<file path="src/rtl/sb_issue_queue.sv">
`default_nettype none
// ============================================================================
// Module      : sb_issue_queue
// Description : Scoreboard-side receiver of the decoder's id_to_sb_bus stream.
//               Buffers decoded instructions in an in-order circular FIFO,
//               back-pressures the decoder through stall, tracks a 64-entry
//               register busy table (GPR 0-31, HI/LO at index 32) and issues
//               the FIFO head once its operands and destination are
//               hazard-free.
//
// Ports       : clk           system clock, rising edge
//               reset         asynchronous, active-high
//               br_e          branch flush, discards all queued entries
//               inst_valid    decoder output is a legal instruction
//               id_to_sb_bus  decoded instruction
//               stall         backpressure to the decoder (queue full)
//               issue_valid   head entry is issuable this cycle
//               issue_ready   FU side accepts this cycle
//               issue_bus     head entry contents
//               wb_we         writeback completes
//               wb_addr       writeback destination, clears its busy bit
//               count         current occupancy
//
// Revision    : 1.0  initial release
// ============================================================================
module sb_issue_queue #(
    parameter int BUS_WD = 137,
    parameter int DEPTH  = 4,
    parameter int CNT_WD = 3
) (
    input  logic              clk,
    input  logic              reset,
    input  logic              br_e,
    input  logic              inst_valid,
    input  logic [BUS_WD-1:0] id_to_sb_bus,
    output logic              stall,
    output logic              issue_valid,
    input  logic              issue_ready,
    output logic [BUS_WD-1:0] issue_bus,
    input  logic              wb_we,
    input  logic [5:0]        wb_addr,
    output logic [CNT_WD-1:0] count
);

    localparam int              c_PTR_WD = $clog2(DEPTH);
    localparam logic [CNT_WD-1:0] c_FULL = CNT_WD'(DEPTH);

    // Storage and bookkeeping state
    logic [BUS_WD-1:0]   r_mem [DEPTH];
    logic [c_PTR_WD-1:0] r_wr_ptr;
    logic [c_PTR_WD-1:0] r_rd_ptr;
    logic [CNT_WD-1:0]   r_count;
    logic [63:0]         r_busy;

    // Head-entry decode
    logic [BUS_WD-1:0] w_head;
    logic [5:0]        w_reg1;
    logic [5:0]        w_reg2;
    logic [5:0]        w_reg3;
    logic              w_r1_val;
    logic              w_r2_val;
    logic              w_rf_we;

    logic w_src1_ok;
    logic w_src2_ok;
    logic w_dst_ok;
    logic w_push;
    logic w_fire;

    assign w_head   = r_mem[r_rd_ptr];
    assign w_reg1   = w_head[88:83];
    assign w_r1_val = w_head[82];
    assign w_reg2   = w_head[80:75];
    assign w_r2_val = w_head[74];
    assign w_reg3   = w_head[72:67];
    assign w_rf_we  = w_head[66];

    assign stall = (r_count == c_FULL);
    assign count = r_count;

    // A full queue refuses the push even if the head pops this same cycle;
    // a flush drops whatever the decoder is presenting.
    assign w_push = inst_valid & ~stall & ~br_e;

    // A writeback completing this cycle releases its register immediately,
    // so a waiting consumer can issue in the same cycle.
    assign w_src1_ok = ~w_r1_val | ~r_busy[w_reg1] | (wb_we & (wb_addr == w_reg1));
    assign w_src2_ok = ~w_r2_val | ~r_busy[w_reg2] | (wb_we & (wb_addr == w_reg2));
    assign w_dst_ok  = ~w_rf_we  | ~r_busy[w_reg3] | (wb_we & (wb_addr == w_reg3));

    assign issue_valid = (r_count != '0) & w_src1_ok & w_src2_ok & w_dst_ok & ~br_e;
    assign issue_bus   = w_head;
    assign w_fire      = issue_valid & issue_ready;

    // Entry storage: only accepted pushes are written
    always_ff @(posedge clk or posedge reset) begin
        if (reset) begin
            for (int i = 0; i < DEPTH; i++) begin
                r_mem[i] <= '0;
            end
        end else if (w_push) begin
            r_mem[r_wr_ptr] <= id_to_sb_bus;
        end
    end

    // Pointers and occupancy; pointer width matches DEPTH so wrap is natural
    always_ff @(posedge clk or posedge reset) begin
        if (reset) begin
            r_wr_ptr <= '0;
            r_rd_ptr <= '0;
            r_count  <= '0;
        end else if (br_e) begin
            r_wr_ptr <= '0;
            r_rd_ptr <= '0;
            r_count  <= '0;
        end else begin
            if (w_push) begin
                r_wr_ptr <= r_wr_ptr + 1'b1;
            end
            if (w_fire) begin
                r_rd_ptr <= r_rd_ptr + 1'b1;
            end
            case ({w_push, w_fire})
                2'b10:   r_count <= r_count + 1'b1;
                2'b01:   r_count <= r_count - 1'b1;
                default: r_count <= r_count;
            endcase
        end
    end

    // Busy table. Not cleared by a flush: instructions already issued will
    // still write back. The set is applied after the clear so a same-address
    // collision leaves the register busy for the new writer.
    always_ff @(posedge clk or posedge reset) begin
        if (reset) begin
            r_busy <= '0;
        end else begin
            if (wb_we) begin
                r_busy[wb_addr] <= 1'b0;
            end
            if (w_fire && w_rf_we && (w_reg3 != 6'd0)) begin
                r_busy[w_reg3] <= 1'b1;
            end
        end
    end

endmodule
`default_nettype wire

</file>
<file path="config.mk">
export PLATFORM = sky130hd
export DESIGN_NAME = sb_issue_queue
export DESIGN_NICKNAME = d
export VERILOG_FILES = /design/src/rtl/sb_issue_queue.sv
export SDC_FILE = /design/constraint.sdc
export NUM_CORES = 1
export LEC_CHECK = 0
export BUFFER_PORTS_ARGS = -buffer_cell sky130_fd_sc_hd__buf_2
export CAP_MARGIN = 20
export CORE_MARGIN = 2
export CORE_UTILIZATION = 30
export DETAILED_ROUTE_END_ITERATION = 8
export PLACE_DENSITY_LB_ADDON = 0.3
export SLEW_MARGIN = 10
export SYNTH_ARGS = -nofsm -noshare
export SYNTH_HDL_FRONTEND = slang
export SYNTH_SLANG_ARGS = --single-unit
</file>
<file path="constraint.sdc">
create_clock -name clk -period 28.6 [get_ports clk]
set_input_delay 4.29 -clock clk [delete_from_list [all_inputs] [get_ports clk]]
set_output_delay 4.29 -clock clk [all_outputs]
set_load 0.01 [all_outputs]
</file>
# After elaboration in Yosys (flattened, before gate mapping)
# Cells that the tools add are included.
[classes] add_sub_neg=4 order_cmp=9 eq_ne=6 muxes=24 bitwise=29 n_reduce_logical=10
[ops] op="$bwmux 548" count=1
[ops] op="$mux 137" count=3
[ops] op="$bmux 137 s2" count=1
[ops] op="$demux 137 s2" count=1
[ops] op="$mux 64" count=2
[ops] op="$and 64x64->64" count=1
[ops] op="$not 64->64" count=1
[ops] op="$or 64x64->64" count=1
[ops] op="$lt 6x7->1 const B" count=4
[ops] op="$bmux 1 s6" count=3
[ops] op="$eq 6x6->1" count=3
[ops] op="$demux 1 s6" count=2
[ops] op="$ge 6x1->1 const B" count=2
[ops] op="$and 1x1->1" count=10
[ops] op="$mux 2" count=4
[ops] op="$not 1->1" count=8
[ops] op="$ge 3x3->1 const B" count=2
[ops] op="$not 2->3" count=2
[ops] op="$or 1x1->1" count=6
[ops] op="$pmux 3 s2" count=1
[ops] op="$reduce_bool 3->1" count=2
[ops] op="$reduce_bool 6->1" count=1
[ops] op="$logic_and 1x1->1" count=5
[ops] op="$mux 1" count=5
[ops] op="9 further kinds" count=11
[word_totals] regBits=619 inputBits=149 output_inout_bits=142 word_cells=90

# Depth between registers and ports, before layout
# Gate-level depths: netlist of the first run.
[logic_depth] depth_word=17 mapped_depth=18 depth_no_buf=13

# Worst setup path before layout of the first run
# No wires, ideal clock.
[synth_timing] path_type="input to output" startpoint="in wb_addr[3]" endpoint="out issue_valid" arrival_ps=5388 required_time_ps=24310 setup_slack_ps=18922 cell_stages=7 path_buffers=1 path_cell_list="clkbuf_1 > xor2_1 > o41ai_1 > a41oi_1 > nand4_1 > o211ai_1 > inv_1"
[synth_via] elab_chain_len=7 word_cells_on_any_way=13 classes_between="eq/ne: 3; bitwise: 10"
[synth_lines] element="start: declaration" line="41" rtl="input logic [5:0] wb_addr,"
[synth_lines] element="$eq 6x6->1" line="87" rtl="assign w_src1_ok = ~w_r1_val | ~r_busy[w_reg1] | (wb_we & (wb_addr == w_reg1));"
[synth_lines] element="$and 1x1->1" line="87"
[synth_lines] element="$or 1x1->1" line="87"
[synth_lines] element="$and 1x1->1 (2 in series)" line="91" rtl="assign issue_valid = (r_count != '0) & w_src1_ok & w_src2_ok & w_dst_ok & ~br_e;"
[synth_lines] element="$and 1x1->1 (*) (2 in series)" line="91"
[synth_lines] element="end: declaration" line="37" rtl="output logic issue_valid,"
# Every way passes the cells marked *; elsewhere a longest branch is shown, timed or not.

# Worst setup path after layout of the first run
[layout_timing] startpoint="in wb_addr[5]" endpoint="out issue_valid"
# Same word-level chain as after synthesis.

==> impl_metrics.ini, run 1 <==
[clock_tree]
clkSinkCount = 619
cts_tree = built
cts_resized = 0
cts.hold.buffers_added = 0
cts_root_buf = clkbuf_16
path_clk_slew_ns = 0.06
numCtsBuffers = 74
cts.htree.levels = 3
clk_latency_ns = 0.65
clockBufferDepth = 3
post_cts_buffers = 0

[floorplan]
die_x_um = 313.3
io_pins = 291
die_area_um2 = 98160
core-area_um2 = 94870
num_rows = 113
start_util_pct = 30.25
die_y_um = 313.3

[global_route]
busiest_layer = met2
grt_max_degree = 184
grtUsageMet2_pct = 27.09
grt_overflow = 0
grt_pass1_vias = 19870
use_met1_pct = 19.39
grt_antenna_before_repair = 19
grt_pass1_wl_um = 122200
grt_util_met3_pct = 5.746
grt_use_total_pct = 16.18

[yosys]
synthTopCellsByArea = dfrtp_1 54%, mux2_2 22%, mux4_2 12%
synth_edf_count = 0
syn_area_um2 = 28700
syn_area_per_cell_um2 = 15.00
synth_top_cell_area_share_pct = 53.97
ys.flop_type = dfrtp_1
synth_nets = 2067
synth_top_cell_by_area = dfrtp_1
ys_ff_latch = 619
postSynthCellCount = 1913
seq_area_frac_synth_pct = 53.97
async_flop_share_pct = 100.0
synth_cell_types = 69
ys_warn_count = 0

[pwr]
leakage_nw = 14.90
p_int_mw = 2.505
vdd_drop_max_mv = 0.05427
p_seq_share_pct = 38.5
powerDensity_nw_per_um2 = 111.7
p_comb_share_pct = 36.6
p_switching_mw = 1.278
clockPowerShare_pct = 24.9
p_sw_share_pct = 33.78

[timing]
clock.fmax_ghz = 0.09706
slew_violations = 0
rsz0062_at_grt = no
finalCritPeriodShare_pct = 36.03
final-setup-viol-count = 0
hold_viol = 0
hold_ws_ns = 0.4973
tightest_slew_ns = 1.077
setup_tns_ns = 0
skew_ns = 0.02779
layout_min_cycle_time_ns = 10.30
relSlewSlack_pct = 28.19
worst_slack_ns = 18.30

[hold_path]
hold_class = reg2reg
hold_start = r_mem[367]

[cells_and_area]
fillCellCount = 9033
final_area_um2 = 33850
final_common_cell = dfrtp_1
areaGrowthSynthToFinish_pct = 17.94
layout-drive-gt1-share_pct = 51.94
nNetsFinal = 2323
fin_cells = 3495
final_cell_mix = 617 x dfrtp_1, 559 x mux2_2, 290 x buf_2

[critical_path]
critical_path_class = in2out
r2r_start = r_rd_ptr[1]
arrival_ns = 6.01
critPathLaunchType = primary input
cp_max_fo = 12
worst_ep_required_time_ns = 24.31
endpoint_kind = primary output
cp-startpoint = wb_addr[5]

[placement]
routabilityCongestion = 0.8850
dp_hpwl_um = 50540
portBuffers = 290
dp.cells = 3357
pre_cts_ws_ns = 18.42
dpl_cell_area_um2 = 31350

[run]
max-cap-violations = 0

[drt]
drtIter0Drc = 1092
wirelength_um = 79660
wl_per_cell_um = 22.79
vias = 17930
ant_nets = 0
drc = 0
firstDrtPassIters = 5
viasPerCell = 5.129

[status]
status = completed
[power groups by stage]
stage               combinational (mW)  clock, mW  sequential, mW
floorplan                         1.01          0            1.39
global placement                  1.37          0            1.43
detailed placement                1.40          0            1.47
CTS                               1.40      0.973            1.45
global route                      1.49       1.01            1.50
finish                            1.38      0.941            1.46
[sequential cells by signal, summed over array words and instances, names as in the netlist]
name      count
r_busy       64
r_wr_ptr      2
r_mem       548
count         3
r_rd_ptr      2
[layer usage]
| metal | up-vias | share of wire [%] |
|---|---|---|
| met5 | - | 0.18 |
| met4 | 22 | 2.9 |
| met3 | 178 | 8.5 |
| met2 | 581 | 49 |
| met1 | 9448 | 40 |
| li1 | 7696 | - |
[kinds of logic (layout without fill, tap and decap cells)]
| logic type | Yosys count | in the layout | share of synthesized area (%) |
|---|---|---|---|
| other | 0 | 8 | 0 |
| AND/OR/NAND/NOR | 161 | 161 | 2.925 |
| buffers and inverters | 138 | 447 | 2.162 |
| flip-flops | 619 | 619 | 53.97 |
| XOR/XNOR | 20 | 20 | 0.6583 |
| multiplexers | 777 | 777 | 36.00 |
| adder cells (fa/ha/maj) | 5 | 5 | 0.2441 |
| AO/OA/AOI/OAI | 193 | 193 | 4.037 |
[final timing paths]
kind	to	slack, ns	cells after the start
worst min register to register	r_mem[367]	0.50	1
worst max register to register	count[2]	23.21	14
worst min-delay path	r_mem[367]	0.50	1
worst max-delay path	issue_valid	18.30	9
max in group asynchronous	r_rd_ptr[1]	22.23	4
min in group asynchronous	r_mem[114]	3.80	2
[through the flow]
| step | total power, mW | util [%] |
|---|---|---|
| final | 3.783 | 35.68 |
| after global routing | 3.998 | 35.67 |
| after CTS | 3.829 | 35.63 |
| after detailed placement | 2.864 | 33.05 |
| after global placement | 2.794 | 33.05 |
| after floorplan | 2.395 | - |
[critical path, cell delays in order]
cell and delay (ns):
buf_2 0.24, xnor2_1 0.15, nand4_1 0.12, o41ai_1 0.52, a41oi_1 0.11, nand4_1 0.17, o211ai_1 0.17, inv_1 0.11
buf_2 0.14
[cell usage after synthesis, drive strengths merged (6+ instances only)]
cell and instances:
nor3 7, mux4 148, o21ai 129, nand2 48
xor2 6, nand3 8, nand4 8, mux2 560
xnor2 13, a22oi 11, nor2b 11, inv 8
o22ai 8, dfrtp 619, o211ai 7, nor2 33
nand2b 18, mux2i 69, buf 48, clkbuf 81
[layout make-up]
type / instances / area [µm²] / share of cell area, %
Clock buffer: 102 / 2130 / 6.291
Tap cell: 1265 / 1583 / 4.676
Sequential cell: 619 / 15500 / 45.78
Clock inverter: 27 / 320.3 / 0.9462
Timing Repair Buffer: 309 / 1630 / 4.816
Multi-Input combinational cell: 1156 / 12630 / 37.31
Inverter: 9 / 41.29 / 0.1220
Antenna cell: 8 / 20.02 / 0.05914
(Power assumes the default switching activity.)
==> run 2: changes to the inputs <==
ABC_AREA = 1   (was unset)
clock period = 9.85 ns   (was 28.6 ns; I/O delays follow)
==> impl_metrics.ini, run 2 <==
[critical_path]
endpoint_kind = primary output
worst_ep_required_time_ns = 8.37
slowest_delay_ns = 0.92
cpMostUsedCell = nand3_1
arrival_ns = 5.38
cp_cell_sequence = inv_6 -> nand3_1 -> nand2_2 -> inv_2 -> nand2_1 -> nand3_1 -> nand3_1 -> nand3_1 -> nand3_1 -> nand3_1 -> nand2_1 -> nor2_1 -> nor2_4 -> and2_1 -> buf_2
crit_slowest_cell = nand2_2
cp_max_fo = 70
critical_path_class = reg2out
reg2regPathDepth = 17
critPathLaunchType = flip-flop

[pwr]
leakage_nw = 16.32
vdd_drop_max_mv = 0.1611
powerDensity_nw_per_um2 = 328.5

[yosys]
ys.flop_type = dfrtp_1
syn_area_um2 = 29320
synthTopCellsByCount = 961 x nand2_1, 859 x o21ai_0, 619 x dfrtp_1
seq_area_frac_synth_pct = 52.83
async_flop_share_pct = 100.0
syn_area_per_cell_um2 = 8.007
synth_top_cell_by_area = dfrtp_1
synth_edf_count = 0
synth_nets = 3816
ys_warn_count = 0
synthTopCellsByArea = dfrtp_1 53%, o21ai_0 15%, nand2_1 12%
postSynthCellCount = 3662
yosysMostFrequentCell = nand2_1
synth_top_cell_area_share_pct = 52.83
ys_ff_latch = 619
synth_cell_types = 38

[clock_tree]
cts.hold.buffers_added = 0
numCtsBuffers = 73
clk_latency_ns = 0.60
clkSinkCount = 619
clockBufferDepth = 3
cts_root_buf = clkbuf_16
cts_resized = 0
cts_tree = built
path_clk_slew_ns = 0.06
cts.htree.levels = 3
post_cts_buffers = 0

[drt]
ant_nets = 0
drtIter0Drc = 2213
viasPerCell = 4.988
wl_per_cell_um = 18.28
drc = 0
firstDrtPassIters = 6
vias = 25610
wirelength_um = 93850

[cells_and_area]
multi_input_area_um2 = 11900
nNetsFinal = 3952
areaGrowthSynthToFinish_pct = 16.31
final_common_cell = nand2_1
layout-drive-gt1-share_pct = 14.06
fillCellCount = 10290
final_cell_mix = 956 x nand2_1, 859 x o21ai_0, 617 x dfrtp_1
largest_reg_flops = 548
largest-register = r_mem
layout.area.seq_um2 = 15500

[floorplan]
core-area_um2 = 96710
die_area_um2 = 100300
num_rows = 114
die_y_um = 316.6
io_pins = 291
start_util_pct = 30.32
die_x_um = 316.6

[run]
max-cap-violations = 0

[global_route]
grt_overflow = 0
grt_use_total_pct = 18.58
grt_max_degree = 225
grt_pass1_vias = 24400
grt_antenna_before_repair = 22
grt_pass1_wl_um = 146500

[timing]
setup_tns_ns = 0
clock.fmax_ghz = 0.1459
finalCritPeriodShare_pct = 69.58
relSlewSlack_pct = 19.14
rsz0062_at_grt = no
layout_min_cycle_time_ns = 6.854
final-setup-viol-count = 0
tightest_slew_ns = 1.213
skew_ns = 0.01302
hold_ws_ns = 0.4765
slew_violations = 0
hold_viol = 0

[placement]
routabilityCongestion = 0.9626
portBuffers = 290
dp_hpwl_um = 55960

[hold_path]
whs_path_depth = 2
hold_class = reg2reg

[status]
status = completed
run 2: cell type report:
type                            instances  area share [%]
Tap cell                             1276           4.681
Clock inverter                         26          0.7411
Clock buffer                          105           6.365
Inverter                              239           2.678
Antenna cell                            3         0.02201
Timing Repair Buffer                  317           5.176
Sequential cell                       619           45.44
Multi-Input combinational cell       2548           34.90
run 2: final timing paths:
kind | from | endpoint | slack (ns)
max | r_rd_ptr[1] | issue_valid | 3.00
min | r_mem[184] | r_mem[184] | 0.48
max reg2reg | r_rd_ptr[1] | r_busy[4] | 3.97
min reg2reg | r_mem[184] | r_mem[184] | 0.48
max in group asynchronous | reset | r_mem[438] | 6.71
min in group asynchronous | reset | r_mem[232] | 1.01
run 2: routing by layer:
layer	global-route usage, %	part of all wire, %	vias to the layer above
li1	-	-	12350
met5	0	0.24	-
met1	25.36	45	12270
met3	6.455	9.3	170
met2	27.89	43	786
met4	5.092	2.5	34
run 2: cell families after synthesis:
| group | share of synthesized area (%) |
|---|---|
| simple gates | 19.85 |
| compound gates | 20.12 |
| buf+inv | 6.780 |
| flops | 52.83 |
| xor+xnor | 0.1792 |
| fa+ha+maj | 0.2390 |
run 2: critical path: cells and delay by family, from the launching register on:
kind,cells,cell delay [ns]
flip-flops,1,0.75
AND/OR/NAND/NOR,12,2.88
buffers and inverters,3,1.07
run 2: where the power goes:
part	switching, mW	total (mW)	internal, mW
Combinational	2.93	4.39	1.46
Clock	1.08	2.72	1.64
Sequential	0.561	4.09	3.53
Total	4.58	11.2	6.63
run 2: metrics by stage:
stage                     power (mW)  setup WS (ns)  util [%]  std cells  cell area [µm²]
after floorplan                6.896       -0.07649         -       3662            29330
after global placement         8.409          3.432     32.71       4997            31630
after detailed placement       8.478          3.369     32.72       4998            31640
after CTS                      11.26          2.672     35.23       5129            34070
after global routing           12.06          2.686     35.26       5132            34100
final                          11.20          2.996     35.27       5133            34110
